**src/rtl/SB_codex_pkg.sv**
```systemverilog
// SB_codex_pkg: sideband message type, rx state enum and header decoder
package SB_codex_pkg;
   typedef enum logic [3:0] {
      SB_NONE         = 4'd0,
      SB_OOR          = 4'd1,
      SB_DONE_REQ     = 4'd2,
      SB_DONE_RESP    = 4'd3,
      SB_PARAM_REQ    = 4'd4,
      SB_PARAM_RESP   = 4'd5,
      SB_PATTERN_REQ  = 4'd6,
      SB_PATTERN_RESP = 4'd7
   } SB_msg_t;
   typedef enum logic [1:0] {SB_RX_IDLE, SB_RX_RECEIVING, SB_RX_GAP} sb_rx_state_t;
   typedef struct packed {
      SB_msg_t msg;
      logic    valid;
      logic    expect_32b;
      logic    expect_64b;
   } sb_dec_t;
   localparam logic [4:0] op_nodata = 5'b10010;
   localparam logic [4:0] op_data32 = 5'b11001;
   localparam logic [4:0] op_data64 = 5'b11011;
   localparam int msg_w = $bits(SB_msg_t);
   // Header layout: [4:0] opcode, [15:8] msgcode, [23:16] msgsubcode, every other bit zero.
   function automatic sb_dec_t decode_SB_msg(input logic [63:0] hdr);
      sb_dec_t d;
      d = '{SB_NONE, 1'b0, 1'b0, 1'b0};
      if (hdr[63:24] == '0 && hdr[7:5] == '0)
         case ({hdr[4:0], hdr[15:8], hdr[23:16]})
            {op_nodata, 8'h91, 8'h00}: d = '{SB_OOR,          1'b1, 1'b0, 1'b0};
            {op_nodata, 8'h95, 8'h01}: d = '{SB_DONE_REQ,     1'b1, 1'b0, 1'b0};
            {op_nodata, 8'h9A, 8'h01}: d = '{SB_DONE_RESP,    1'b1, 1'b0, 1'b0};
            {op_data32, 8'hA5, 8'h00}: d = '{SB_PARAM_REQ,    1'b1, 1'b1, 1'b0};
            {op_data32, 8'hAA, 8'h00}: d = '{SB_PARAM_RESP,   1'b1, 1'b1, 1'b0};
            {op_data64, 8'hB5, 8'h02}: d = '{SB_PATTERN_REQ,  1'b1, 1'b0, 1'b1};
            {op_data64, 8'hBA, 8'h02}: d = '{SB_PATTERN_RESP, 1'b1, 1'b0, 1'b1};
            default:                   d = '{SB_NONE,         1'b0, 1'b0, 1'b0};
         endcase
      return d;
   endfunction
endpackage

```
**src/rtl/sb_rx_deser_if.sv**
```systemverilog
// sb_rx_deser_if: message FIFO head handshake between the sideband receiver and the LTSM
interface sb_rx_deser_if;
   import SB_codex_pkg::*;
   SB_msg_t     msg_o;
   logic [63:0] dataBus_o;
   logic        valid_o;
   logic        ready_i;
   modport master (output msg_o, dataBus_o, valid_o, input ready_i);
   modport slave  (input msg_o, dataBus_o, valid_o, output ready_i);
endinterface

```
**src/rtl/sb_rx_fifo.sv**
```systemverilog
// sb_rx_fifo: synchronous show-ahead FIFO; a push into a full FIFO is refused unless a pop frees a slot
module sb_rx_fifo #(
   parameter int depth = 4,
   parameter int width = 68
) (
   input  logic             clk,
   input  logic             reset,
   input  logic             push,
   input  logic [width-1:0] push_data,
   input  logic             pop,
   output logic [width-1:0] head,
   output logic             full,
   output logic             empty
);
   localparam int aw = (depth > 1) ? $clog2(depth) : 1;
   logic [width-1:0] mem [depth];
   logic [aw-1:0] wr_ptr, rd_ptr;
   logic [aw:0] count;
   logic do_push, do_pop;
   assign full    = count == (aw+1)'(depth);
   assign empty   = count == '0;
   assign do_pop  = pop && !empty;
   assign do_push = push && (!full || do_pop);
   assign head    = mem[rd_ptr];
   // pointers wrap naturally since depth is a power of two
   always_ff @(posedge clk or negedge reset)
      if (!reset) begin
         wr_ptr <= '0;
         rd_ptr <= '0;
         count  <= '0;
      end else begin
         wr_ptr <= wr_ptr + aw'(do_push);
         rd_ptr <= rd_ptr + aw'(do_pop);
         count  <= count + (aw+1)'(do_push) - (aw+1)'(do_pop);
      end
   // storage carries no reset: the head is only consumed while non-empty
   always_ff @(posedge clk)
      if (do_push) mem[wr_ptr] <= push_data;
endmodule

```
**src/rtl/sb_rx_deser.sv**
```systemverilog
// sb_rx_deser: sideband receiver - deserialises 64-UI packets, enforces the 32-UI gap, decodes
// headers, merges data payloads and queues messages. Optional SB_RX_ERR_CNT_EN adds err_cnt_o.
module sb_rx_deser
   import SB_codex_pkg::*;
#(
   parameter int fifo_depth = 4
) (
   input  logic          clk_800MHz,
   input  logic          reset,
   input  logic          enable_i,
   input  logic          dataPin_i,
   input  logic          dataVld_i,
   sb_rx_deser_if.master bus,
   output logic          frame_err_o,
   output logic          decode_err_o,
   output logic          overflow_o
`ifdef SB_RX_ERR_CNT_EN
   ,
   output logic [15:0]   err_cnt_o
`endif
);
   sb_rx_state_t state, state_nx;
   logic [5:0] ctr_64, ctr64_nx, bit_idx;
   logic [4:0] ctr_32, ctr32_nx;
   logic [63:0] shreg, push_data;
   logic store, done, done_nx, ferr_nx;
   logic push_vld, pend32, pend64, pop, full, empty;
   SB_msg_t push_msg, held_msg;
   logic [msg_w+63:0] head;
   sb_dec_t dec;
   assign bit_idx = (state == SB_RX_RECEIVING) ? ctr_64 : 6'd0;
   assign dec     = decode_SB_msg(shreg);
   assign pop     = !empty && bus.ready_i;
   assign bus.valid_o   = !empty;
   assign bus.msg_o     = empty ? SB_NONE : SB_msg_t'(head[msg_w+63:64]);
   assign bus.dataBus_o = empty ? 64'd0 : head[63:0];
   // next state: a valid UI in GAP restarts reception as bit 0 but flags the short gap
   always_comb begin
      state_nx = state;
      ctr64_nx = ctr_64;
      ctr32_nx = ctr_32;
      store    = 1'b0;
      done_nx  = 1'b0;
      ferr_nx  = 1'b0;
      if (!enable_i) begin
         state_nx = SB_RX_IDLE;
         ctr64_nx = '0;
         ctr32_nx = '0;
      end else
         case (state)
            SB_RX_IDLE:
               if (dataVld_i) begin
                  store    = 1'b1;
                  ctr64_nx = 6'd1;
                  state_nx = SB_RX_RECEIVING;
               end
            SB_RX_RECEIVING:
               if (!dataVld_i) begin
                  ferr_nx  = 1'b1;
                  ctr64_nx = '0;
                  state_nx = SB_RX_IDLE;
               end else begin
                  store    = 1'b1;
                  ctr64_nx = ctr_64 + 6'd1;
                  if (ctr_64 == 6'd63) begin
                     done_nx  = 1'b1;
                     ctr32_nx = '0;
                     state_nx = SB_RX_GAP;
                  end
               end
            SB_RX_GAP:
               if (dataVld_i) begin
                  ferr_nx  = 1'b1;
                  store    = 1'b1;
                  ctr64_nx = 6'd1;
                  state_nx = SB_RX_RECEIVING;
               end else begin
                  ctr32_nx = ctr_32 + 5'd1;
                  if (ctr_32 == 5'd31) state_nx = SB_RX_IDLE;
               end
            default: state_nx = SB_RX_IDLE;
         endcase
   end
   // state register, UI counters, shift register and frame-error pulse
   always_ff @(posedge clk_800MHz or negedge reset)
      if (!reset) begin
         state       <= SB_RX_IDLE;
         ctr_64      <= '0;
         ctr_32      <= '0;
         shreg       <= '0;
         done        <= 1'b0;
         frame_err_o <= 1'b0;
      end else begin
         state       <= state_nx;
         ctr_64      <= ctr64_nx;
         ctr_32      <= ctr32_nx;
         if (store) shreg[bit_idx] <= dataPin_i;
         done        <= done_nx;
         frame_err_o <= ferr_nx;
      end
   // assembler: a packet after a data-bearing header is its payload, otherwise it is a header
   always_ff @(posedge clk_800MHz or negedge reset)
      if (!reset) begin
         push_vld     <= 1'b0;
         push_msg     <= SB_NONE;
         push_data    <= '0;
         held_msg     <= SB_NONE;
         pend32       <= 1'b0;
         pend64       <= 1'b0;
         decode_err_o <= 1'b0;
         overflow_o   <= 1'b0;
      end else begin
         push_vld     <= 1'b0;
         decode_err_o <= 1'b0;
         overflow_o   <= push_vld && full && !pop;
         if (!enable_i) begin
            pend32 <= 1'b0;
            pend64 <= 1'b0;
         end else if (done && (pend32 || pend64)) begin
            push_vld  <= 1'b1;
            push_msg  <= held_msg;
            push_data <= pend64 ? shreg : {32'd0, shreg[31:0]};
            pend32    <= 1'b0;
            pend64    <= 1'b0;
         end else if (done) begin
            held_msg     <= dec.msg;
            push_msg     <= dec.msg;
            push_data    <= '0;
            decode_err_o <= !dec.valid;
            pend32       <= dec.expect_32b;
            pend64       <= dec.expect_64b;
            push_vld     <= dec.valid && !dec.expect_32b && !dec.expect_64b;
         end
      end
   sb_rx_fifo #(.depth(fifo_depth), .width(msg_w + 64)) u_fifo (
      .clk(clk_800MHz),
      .reset(reset),
      .push(push_vld),
      .push_data({push_msg, push_data}),
      .pop(pop),
      .head(head),
      .full(full),
      .empty(empty)
   );
`ifdef SB_RX_ERR_CNT_EN
   logic [1:0] ev;
   assign ev = {1'b0, frame_err_o} + {1'b0, decode_err_o} + {1'b0, overflow_o};
   // saturating error-event counter, held clear while the receiver is disabled
   always_ff @(posedge clk_800MHz or negedge reset)
      if (!reset) err_cnt_o <= '0;
      else if (!enable_i) err_cnt_o <= '0;
      else err_cnt_o <= (err_cnt_o > 16'hFFFF - 16'(ev)) ? 16'hFFFF : err_cnt_o + 16'(ev);
`endif
endmodule

```
**src/flat_wrapper.sv**
```systemverilog
// flat-port wrapper written by rule: the top's interface ports become plain ports
module sb_rx_deser_flat import SB_codex_pkg::*;
#(
   parameter int fifo_depth = 4
)
  (clk_800MHz, reset, enable_i, dataPin_i, dataVld_i, frame_err_o, decode_err_o, overflow_o, bus_msg_o, bus_dataBus_o, bus_valid_o, bus_ready_i);
  sb_rx_deser_if bus_i ();
  input  logic clk_800MHz;
  input  logic reset;
  input  logic enable_i;
  input  logic dataPin_i;
  input  logic dataVld_i;
  output logic frame_err_o;
  output logic decode_err_o;
  output logic overflow_o;
  output wire logic [$bits(bus_i.msg_o)-1:0] bus_msg_o;
  output wire logic [$bits(bus_i.dataBus_o)-1:0] bus_dataBus_o;
  output wire logic [$bits(bus_i.valid_o)-1:0] bus_valid_o;
  input wire logic [$bits(bus_i.ready_i)-1:0] bus_ready_i;
  assign bus_msg_o = bus_i.msg_o;
  assign bus_dataBus_o = bus_i.dataBus_o;
  assign bus_valid_o = bus_i.valid_o;
  assign bus_i.ready_i = bus_ready_i;
  sb_rx_deser #(.fifo_depth(fifo_depth)) u_core (.clk_800MHz(clk_800MHz), .reset(reset), .enable_i(enable_i), .dataPin_i(dataPin_i), .dataVld_i(dataVld_i), .bus(bus_i), .frame_err_o(frame_err_o), .decode_err_o(decode_err_o), .overflow_o(overflow_o));
endmodule
```
**config.mk**
```make
export PLATFORM = sky130hd
export DESIGN_NAME = sb_rx_deser_flat
export DESIGN_NICKNAME = d
export VERILOG_FILES = /design/src/rtl/SB_codex_pkg.sv /design/src/rtl/sb_rx_deser_if.sv /design/src/rtl/sb_rx_fifo.sv /design/src/rtl/sb_rx_deser.sv /design/src/flat_wrapper.sv
export SDC_FILE = /design/constraint.sdc
export NUM_CORES = 1
export LEC_CHECK = 0
export BUFFER_PORTS_ARGS = -buffer_cell sky130_fd_sc_hd__buf_2
export CAP_MARGIN = 20
export CORE_MARGIN = 3
export CORE_UTILIZATION = 50
export CTS_CLUSTER_SIZE = 10
export DETAILED_ROUTE_END_ITERATION = 16
export PLACE_DENSITY = 0.67
export SLEW_MARGIN = 10
export SYNTH_ARGS = -nofsm -noshare
export SYNTH_HDL_FRONTEND = slang
export SYNTH_SLANG_ARGS = --single-unit
```
**constraint.sdc**
```tcl
create_clock -name clk_800MHz -period 12.7 [get_ports clk_800MHz]
set_clock_uncertainty 0.2 [all_clocks]
set_input_delay 3.81 -clock clk_800MHz [delete_from_list [all_inputs] [get_ports clk_800MHz]]
set_output_delay 3.81 -clock clk_800MHz [all_outputs]
set_load 0.03 [all_outputs]
```
# After elaboration in Yosys (flattened, before gate mapping)

Memory sizes are Yosys's and may differ from the RTL's.
Index checks and enable logic that the tools add are counted.

Equal/unequal tests: 22
Reduce and logical (&&, ||, !) cells: 30
Multiplexer cells: 53
Magnitude comparators: 2
Bitwise operators: 1
Add/subtract/negate cells: 6

Operator list:

| kind                                                        | number |
|---|---|
| two-way mux 64 bit                                          | 4 |
| == test 21 bit (second input constant)                      | 7 |
| bitwise mux 64 bit                                          | 1 |
| one-hot mux 6 bit (7 select lines)                          | 1 |
| zero test 40 bit                                            | 1 |
| two-way mux 6 bit                                           | 5 |
| two-way mux 1 bit                                           | 24 |
| two-way mux 5 bit                                           | 4 |
| two-way mux 2 bit                                           | 6 |
| two-way mux 4 bit                                           | 3 |
| inequality test 3 bit (second input constant)               | 4 |
| one-hot mux 6 bit (2 select lines)                          | 1 |
| logical AND 1 bit                                           | 10 |
| one-hot mux 5 bit (2 select lines)                          | 1 |
| less-than comparator 6 x 7 -> 1 bit (second input constant) | 1 |
| adder 6 x 1 -> 6 bit (second input constant)                | 1 |
| demux 1 bit (select 6 bit)                                  | 1 |
| == test 6 bit (second input constant)                       | 1 |
| >= comparator 6 x 1 -> 1 bit (second input constant)        | 1 |
| zero test 1 bit                                             | 6 |
| zero test 3 bit                                             | 2 |
| inequality test 3 x 1 -> 1 bit (second input constant)      | 2 |
| inequality test 3 x 2 -> 1 bit (second input constant)      | 2 |
| one-hot mux 2 bit (3 select lines)                          | 1 |
| other kinds (20)                                            | 24 |

Flip-flop bits (word level): 163
Memories kept: 1
Output and inout port bits: 72
RAM bits: 272

Memories:

| memory            | depth | bits a word | read ports | clocked after memory_dff | write ports | RTL line         | text |
|---|---|---|---|---|---|---|---|
| u_core.u_fifo.mem | 4     | 68          | 1          | 0                        | 1           | sb_rx_fifo.sv:16 | `logic [width-1:0] mem [depth];` |

# Logic depth before layout (Yosys ltp)

Gate-level depths: netlist of run 1.

Depth after elaboration: 9
Gate-level depth with buffers: 11
Gate-level depth less buffers: 9

# By module

Synthesis of run 1 repeated with hierarchy kept, for this count alone.

Cell total of the unflattened synthesis: 1102
Area total of the unflattened synthesis: 17506.8 µm²

By module, submodules not included:

| module      | area each (µm²) | cells each | times used | seq. area each (µm²) |
|---|---|---|---|---|
| sb_rx_fifo  | 10216.0         | 387        | 1          | 8343.0 |
| sb_rx_deser | 7290.7          | 715        | 1          | 3853.7 |

# Worst setup path after synthesis of run 1

No wires, ideal clock.

Path type: input-to-reg
Start: input port bus_ready_i
End: memory u_core.u_fifo.mem[0][0] (enable)
Data required time: 11.925 ns
Arrival time: 8.575 ns
Stages on the path: 3
Buffers on the path: 0
Setup slack: 3.351 ns
Cells stage by stage: nor4b_1 nand2b_1 nor3_1

Cells in the longest elaborated chain, start to end: 6

RTL lines:

| what                                    | RTL line           | text |
|---|---|---|
| start, declared                         | flat_wrapper.sv:19 | `input wire logic [$bits(bus_i.ready_i)-1:0] bus_ready_i;` |
| logical AND 1 bit                       | sb_rx_deser.sv:33  | `assign pop = !empty && bus.ready_i;` |
| logical AND 1 bit                       | sb_rx_fifo.sv:22   | `assign do_pop = pop && !empty;` |
| logical OR 1 bit                        | sb_rx_fifo.sv:23   | `assign do_push = push && (!full \|\| do_pop);` |
| logical AND 1 bit                       | sb_rx_fifo.sv:23   |  |
| two-way mux 1 bit                       | sb_rx_fifo.sv:38   | `if (do_push) mem[wr_ptr] <= push_data;` |
| two-way mux 1 bit (implied by the code) | sb_rx_fifo.sv:38   |  |
| end, declared                           | sb_rx_fifo.sv:16   |  |

Every way passes these cells.

# Worst setup path after layout of run 1

Start: register u_core.u_fifo.rd_ptr[0]
End: output port bus_msg_o[1]

Cells in the longest elaborated chain, start to end: 2

RTL lines:

| what                   | RTL line           | text |
|---|---|---|
| start, declared        | sb_rx_fifo.sv:17   | `logic [aw-1:0] wr_ptr, rd_ptr;` |
| start signal, assigned | sb_rx_fifo.sv:33   | `rd_ptr <= rd_ptr + aw'(do_pop);` |
| memory (4 x 68 bit)    | n/a                |  |
| two-way mux 4 bit      | sb_rx_deser.sv:35  | `assign bus.msg_o = empty ? SB_NONE : SB_msg_t'(head[msg_w+63:64]);` |
| end, declared          | flat_wrapper.sv:16 | `output wire logic [$bits(bus_i.msg_o)-1:0] bus_msg_o;` |

Every way passes these cells.

==> impl_metrics.json, run 1 <==
{
  "outcome": "finished clean",
  "r2r-start": "u_core.u_fifo.count[1]",
  "initial_core_util_pct": 51.4,
  "pwr_density_cell_nw_per_um2": 140,
  "cts.repair.resized": 0,
  "synth_cell_types": 66,
  "ys_ff_latch": 429,
  "r2r-end": "u_core.u_fifo.count[2]",
  "first_iter_violations": 580,
  "via_per_inst": 5.57,
  "nets": 1187,
  "finalCriticalPeriod_ns": 7.14,
  "synth_edf_count": 268,
  "crit_start": "u_core.u_fifo.rd_ptr[0]",
  "io_buffers": 76,
  "ioPinCount": 78,
  "slew_headroom_pct": 29.2,
  "power.leakage_nw": 8.49,
  "grt_pass1_wl_mm": 54.9,
  "synth_top_area_cell": "edfxtp_1",
  "rsz0062_at_grt": "no",
  "fin_area_sq_um": 19700,
  "avgSynthCellArea_sq_um": 15.9,
  "yosysWarnings": 0,
  "setup_slack_ns": 5.56,
  "arrival_ns": 3.13,
  "cts_tree": "done",
  "setup_viol": 0,
  "finalSetupTns_ns": 0,
  "fp.coreArea_sq_um": 34000,
  "crit_required_ns": 8.69,
  "maxCapViolations": 0,
  "fillers": 2649,
  "htree_levels": 2,
  "clkSinkCount": 429,
  "antenna_found_initial": 0,
  "area_growth_pct": 12.8,
  "drive_gt1_share_pct": 25.3,
  "clkSlewWorstSetupHoldPaths_ns": 0.05,
  "yosysSeqAreaShare_pct": 69.2,
  "numCtsBuffers": 49,
  "die_area_sq_um": 37200,
  "netlist_instances": 1095,
  "synthArstFlopShare_pct": 37.5,
  "cts_hold_buf": 0,
  "clk_path_buf_depth": 3,
  "finalPower_mw": 2.76,
  "cp_max_fo": 36,
  "worstSkewPairLatency_ns": 0.54,
  "overflow": 0,
  "first_global_vias": 9547,
  "dpl_cell_area_sq_um": 18200,
  "die_y_microns": 193,
  "netlist_area_sq_um": 17500,
  "routed_wl_mm": 34.1,
  "setup.worst_path.class": "flip-flop to output pin",
  "rrSetupSlack_ns": 9.79,
  "drc": 0,
  "synth_top_area_share_pct": 46.1,
  "drtAntennaViolNets": 0,
  "wl_per_cell_microns": 20.5,
  "rows": 67,
  "synth_ff_type": "edfxtp_1",
  "hp-class": "flip-flop to flip-flop",
  "fmax_mhz": 140,
  "vias": 9264,
  "firstDrtPassIters": 5,
  "syn_nets": 1109,
  "slew_viol_final": 0,
  "hold_depth": 2,
  "dp_slack_ns": 5.98,
  "place_hpwl_mm": 20.5,
  "synth_area_leaders": "edfxtp_1 46%, dfrtp_1 23%, mux4_2 8.6%",
  "start_kind": "flip-flop",
  "chipWidth_microns": 193,
  "cts_setup_buffers": 0,
  "end_kind": "output pin",
  "ctsRootBufferMaster": "clkbuf_16",
  "vdd_drop_max_v": 0.000101,
  "setup.worst_path.end": "bus_msg_o[1]",
  "rr_worst_depth": 9,
  "gp_congestion": 0.832,
  "min_period_over_period_pct": 56.2,
  "grt_util_all_layers_pct": 19.0,
  "worst_pin_slew_ns": 1.06,
  "grt_max_degree": 70,
  "final-hold-violation-count": 0
}
==> synth_stat cells, types with 8 or more instances <==
cell type / number
a21oi_1: 14
a22o_1: 33
and2_1: 71
buf_2: 17
clkbuf_1: 34
dfrtp_1: 161
edfxtp_1: 268
inv_1: 8
mux2_1: 12
mux2_2: 39
mux2_4: 14
mux4_2: 67
nand2_1: 126
nand3_1: 45
nor2_1: 45
nor4_1: 10
o21ai_0: 15
==> cell type report <==
| cell class | instances | area, sq um | share of cell area (%) |
|---|---|---|---|
| antenna | 1 | 2.50 | 0.0127 |
| timing repair buffer | 89 | 497 | 2.52 |
| clock buffer | 89 | 1430 | 7.25 |
| tap | 448 | 561 | 2.85 |
| inverter | 8 | 30.0 | 0.152 |
| sequential | 429 | 12100 | 61.3 |
| clock inverter | 2 | 21.3 | 0.108 |
| multi-input combinational | 596 | 5080 | 25.8 |
==> how the worst min path moves through the flow <==
stage / startpoint / endpoint / slack (ns)
global route: u_core.held_msg[1] / u_core.held_msg[1] / 0.31
floorplan: u_core.held_msg[1] / u_core.held_msg[1] / 0.25
finish: u_core.held_msg[1] / u_core.held_msg[1] / 0.29
global placement: u_core.held_msg[1] / u_core.held_msg[1] / 0.27
detailed placement: u_core.held_msg[1] / u_core.held_msg[1] / 0.28
CTS: u_core.held_msg[1] / u_core.held_msg[1] / 0.29
==> critical path, stage by stage, from the launching register on <==
cell and delay [ns]:
dfrtp_4 0.92, buf_4 0.67, mux4_2 0.58, and2_1 0.18, buf_2 0.18
==> cells in the final DEF (no fill, tap or decap), types with 6 or more instances in the layout <==
cell | netlist | routed
a21oi_1 | 14 | 14
a22o_1 | 33 | 33
and2_1 | 71 | 71
and3_1 | 7 | 6
buf_2 | 17 | 75
buf_4 | 4 | 12
clkbuf_1 | 34 | 36
clkbuf_16 | 0 | 50
dfrtp_1 | 161 | 159
edfxtp_1 | 268 | 268
ha_1 | 7 | 7
inv_1 | 8 | 8
mux2_1 | 12 | 12
mux2_2 | 39 | 39
mux2_4 | 14 | 14
mux4_2 | 67 | 67
nand2_1 | 126 | 125
nand2b_1 | 6 | 6
nand3_1 | 45 | 45
nand4_1 | 7 | 7
nor2_1 | 45 | 42
nor3_1 | 7 | 6
nor4_1 | 10 | 10
o21ai_0 | 15 | 15
==> metrics by stage <==
step           utilization (%)  hold slack, ns  cells
6_report                  58.0           0.285   1662
5_1_grt                   58.0           0.311   1661
4_1_cts                   58.0           0.292   1660
3_5_place_dp              53.7           0.280   1569
3_3_place_gp              53.7           0.270   1569
2_1_floorplan                -           0.250   1095
==> cells by family after synthesis <==
family | count (synthesis) | synth area share (%)
AO/OA/AOI/OAI | 80 | 3.25
buffers and inverters | 70 | 1.89
flip-flops | 429 | 69.2
other | 1 | 0.0215
XOR/XNOR | 5 | 0.251
AND/OR/NAND/NOR | 370 | 11.7
adder cells (fa/ha/maj) | 8 | 0.616
multiplexers | 132 | 13.1
==> registers in the layout (all words and copies together) (netlist names), 2 cells and up <==
signal / count
u_core.state: 2
u_core.u_fifo.count: 3
u_core.ctr_64: 6
u_core.u_fifo.rd_ptr: 2
u_core.shreg: 64
u_core.push_msg: 3
u_core.push_data: 64
u_core.u_fifo.mem: 268
u_core.u_fifo.wr_ptr: 2
u_core.ctr_32: 5
u_core.held_msg: 3
==> routing by layer <==
| layer | vias up | track usage, % | part of all wire (%) |
|---|---|---|---|
| met5 | - | 0 | 0 |
| met4 | 0 | 4.20 | 1.6 |
| met3 | 41 | 3.22 | 3.9 |
| met2 | 168 | 29.8 | 47 |
| met1 | 4781 | 28.4 | 48 |
| li1 | 4274 | - | - |
==> power by group <==
| group | internal (mW) | switching, mW | total [mW] |
|---|---|---|---|
| Sequential | 1.47 | 0.00419 | 1.48 |
| Clock | 0.752 | 0.509 | 1.26 |
| Combinational | 0.00494 | 0.0209 | 0.0258 |
Power figures use the tool's default switching activity.
==> run 2, diff against run 1 <==
==> constraint.sdc (replaced) <==
create_clock -name clk_800MHz -period 7.1 [get_ports clk_800MHz]
set_clock_uncertainty 0.2 [all_clocks]
set_input_delay 2.13 -clock clk_800MHz [delete_from_list [all_inputs] [get_ports clk_800MHz]]
set_output_delay 2.13 -clock clk_800MHz [all_outputs]
set_load 0.03 [all_outputs]
==> run 2 against run 1 <==
  * Wire length up 3.6%
  * Sequential share of layout area decreased by 0.16 points
  * Clock power increased by 80%
  * Die area unchanged
  * Utilization increased by 0.15 points
  * Hold slack gained 0.0031 ns
  * Cell count up 0.30%
  * Worst setup slack lost 3.7 ns
  * Global-route usage grew 0.89 points
  * Register-to-register slack worse by 5.8 ns
  * Critical endpoint is now bus_dataBus_o[31]
  * Largest cell class unchanged
  * Highest routed layer unchanged
==> impl_metrics.json, run 2 (same netlist as run 1, synthesis figures left out) <==
{
  "start_kind": "flip-flop",
  "critPathSlowestCell": "dfrtp_4",
  "die_area_sq_um": 37200,
  "routed_wl_mm": 35.3,
  "place_hpwl_mm": 21.1,
  "mostFrequentLayoutCell": "edfxtp_1",
  "initial_core_util_pct": 51.4,
  "rows": 67,
  "cts_tree": "done",
  "cts_setup_buffers": 0,
  "cts.repair.resized": 0,
  "grt_max_degree": 78,
  "clkSlewWorstSetupHoldPaths_ns": 0.06,
  "first_iter_violations": 687,
  "crit_family": "flip-flops",
  "outcome": "finished clean",
  "htree_levels": 2,
  "via_per_inst": 5.70,
  "finalCriticalPeriod_ns": 5.21,
  "vias": 9504,
  "crit_chain": "buf_4, mux4_2, and2_1, buf_2",
  "cts_hold_buf": 0,
  "first_global_vias": 9713,
  "grt_pass1_wl_mm": 56.6,
  "fmax_mhz": 192,
  "die_y_microns": 193,
  "wl_per_cell_microns": 21.2,
  "worstSkewPairLatency_ns": 0.55,
  "max_stage_delay_ns": 0.87,
  "instances_no_fill": 1667,
  "drtAntennaViolNets": 0,
  "hp-class": "flip-flop to flip-flop",
  "overflow": 0,
  "clk_path_buf_depth": 3,
  "crit_buf_inv": 2,
  "maxCapViolations": 0,
  "cp_max_fo": 30,
  "area_growth_pct": 13.1,
  "drc": 0,
  "antenna_found_initial": 0,
  "nets": 1191,
  "reg_top3": "u_core.u_fifo.mem (268), u_core.push_data (64), u_core.shreg (64)",
  "final_core_util_pct": 58.2,
  "clkSinkCount": 429,
  "worst_pin_slew_ns": 1.11,
  "setup.worst_path.class": "flip-flop to output pin",
  "slew_viol_final": 0,
  "slew_headroom_pct": 26.0,
  "chipWidth_microns": 193,
  "pwr_density_cell_nw_per_um2": 251,
  "final-hold-violation-count": 0,
  "ctsRootBufferMaster": "clkbuf_16",
  "arrival_ns": 2.88,
  "largest_register": "u_core.u_fifo.mem",
  "setup_viol": 0,
  "drive_gt1_share_pct": 25.4,
  "end_kind": "output pin",
  "numCtsBuffers": 49,
  "placedCellCount": 1572,
  "finalPower_mw": 4.96,
  "firstDrtPassIters": 5,
  "power.leakage_nw": 8.51,
  "fp.coreArea_sq_um": 34000,
  "rsz0062_at_grt": "no",
  "min_period_over_period_pct": 73.4,
  "vdd_drop_max_v": 0.000214,
  "finalSetupTns_ns": 0,
  "largest_reg_flops": 268,
  "io_buffers": 76,
  "crit_required_ns": 4.77,
  "grt_util_all_layers_pct": 19.9,
  "gp_congestion": 0.845,
  "ioPinCount": 78,
  "final_cell_mix": "268 x edfxtp_1, 159 x dfrtp_1, 125 x nand2_1"
}
==> run 2: cell types whose count changed in the layout (fill, tap and decap cells not counted), sizes merged <==
cell / delta
buf: +4
clkinv: -2
inv: +2
clkbuf: +1
==> run 2: path summary, 6_finish.rpt <==
kind | to | slack, ns | startpoint | depth (start not counted)
worst min register to register | u_core.held_msg[2] | 0.29 | u_core.held_msg[2] | 2
worst max register to register | u_core.u_fifo.count[2] | 3.98 | u_core.u_fifo.count[2] | 10
max in group asynchronous | u_core.push_data[63] | 4.12 | reset | 2
min in group asynchronous | u_core.push_data[55] | 1.41 | reset | 1
worst min-delay path | u_core.held_msg[2] | 0.29 | u_core.held_msg[2] | 2
worst max-delay path | bus_dataBus_o[31] | 1.89 | u_core.u_fifo.rd_ptr[0] | 4
==> run 2: power breakdown <==
part / leakage (nW) / internal [mW] / total, mW / switching (mW)
logic: 2.47 / 0.00881 / 0.0465 / 0.0377
registers: 5.36 / 2.64 / 2.64 / 0.00798
clock network: 0.684 / 1.34 / 2.27 / 0.925
total: 8.51 / 3.99 / 4.96 / 0.971
==> run 2: metal layers <==
layer  wire length, microns  part of all wire, %  track usage, %
met5                      0                    0               0
met4                    737                  2.1            5.24
met3                   1770                  5.0            4.03
met2                  16300                   46            30.1
met1                  16500                   47            29.9
==> run 2: final cells by class <==
cell class | instances | area, sq um
fillers | 2613 | 14200
flip-flops and latches | 429 | 12100
multi-input cells | 596 | 5090
clock buffers | 90 | 1420
well taps | 448 | 561
repair buffers | 93 | 547
inverters | 8 | 30.0
clock inverters | 2 | 17.5
diodes | 1 | 2.50
==> run 2: metrics by stage <==
stage	hold slack (ns)	area [sq um]	worst slack, ns
2_1_floorplan	0.250	17500	1.09
3_3_place_gp	0.265	18300	2.41
3_5_place_dp	0.281	18300	2.39
4_1_cts	0.293	19700	1.79
5_1_grt	0.319	19700	1.66
6_report	0.288	19800	1.89
==> run 2: tightest hold or removal path, cell delays in order, from the launching register on <==
cell and delay (ns):
dfrtp_1 0.35, nand2_1 0.05, o21ai_0 0.06
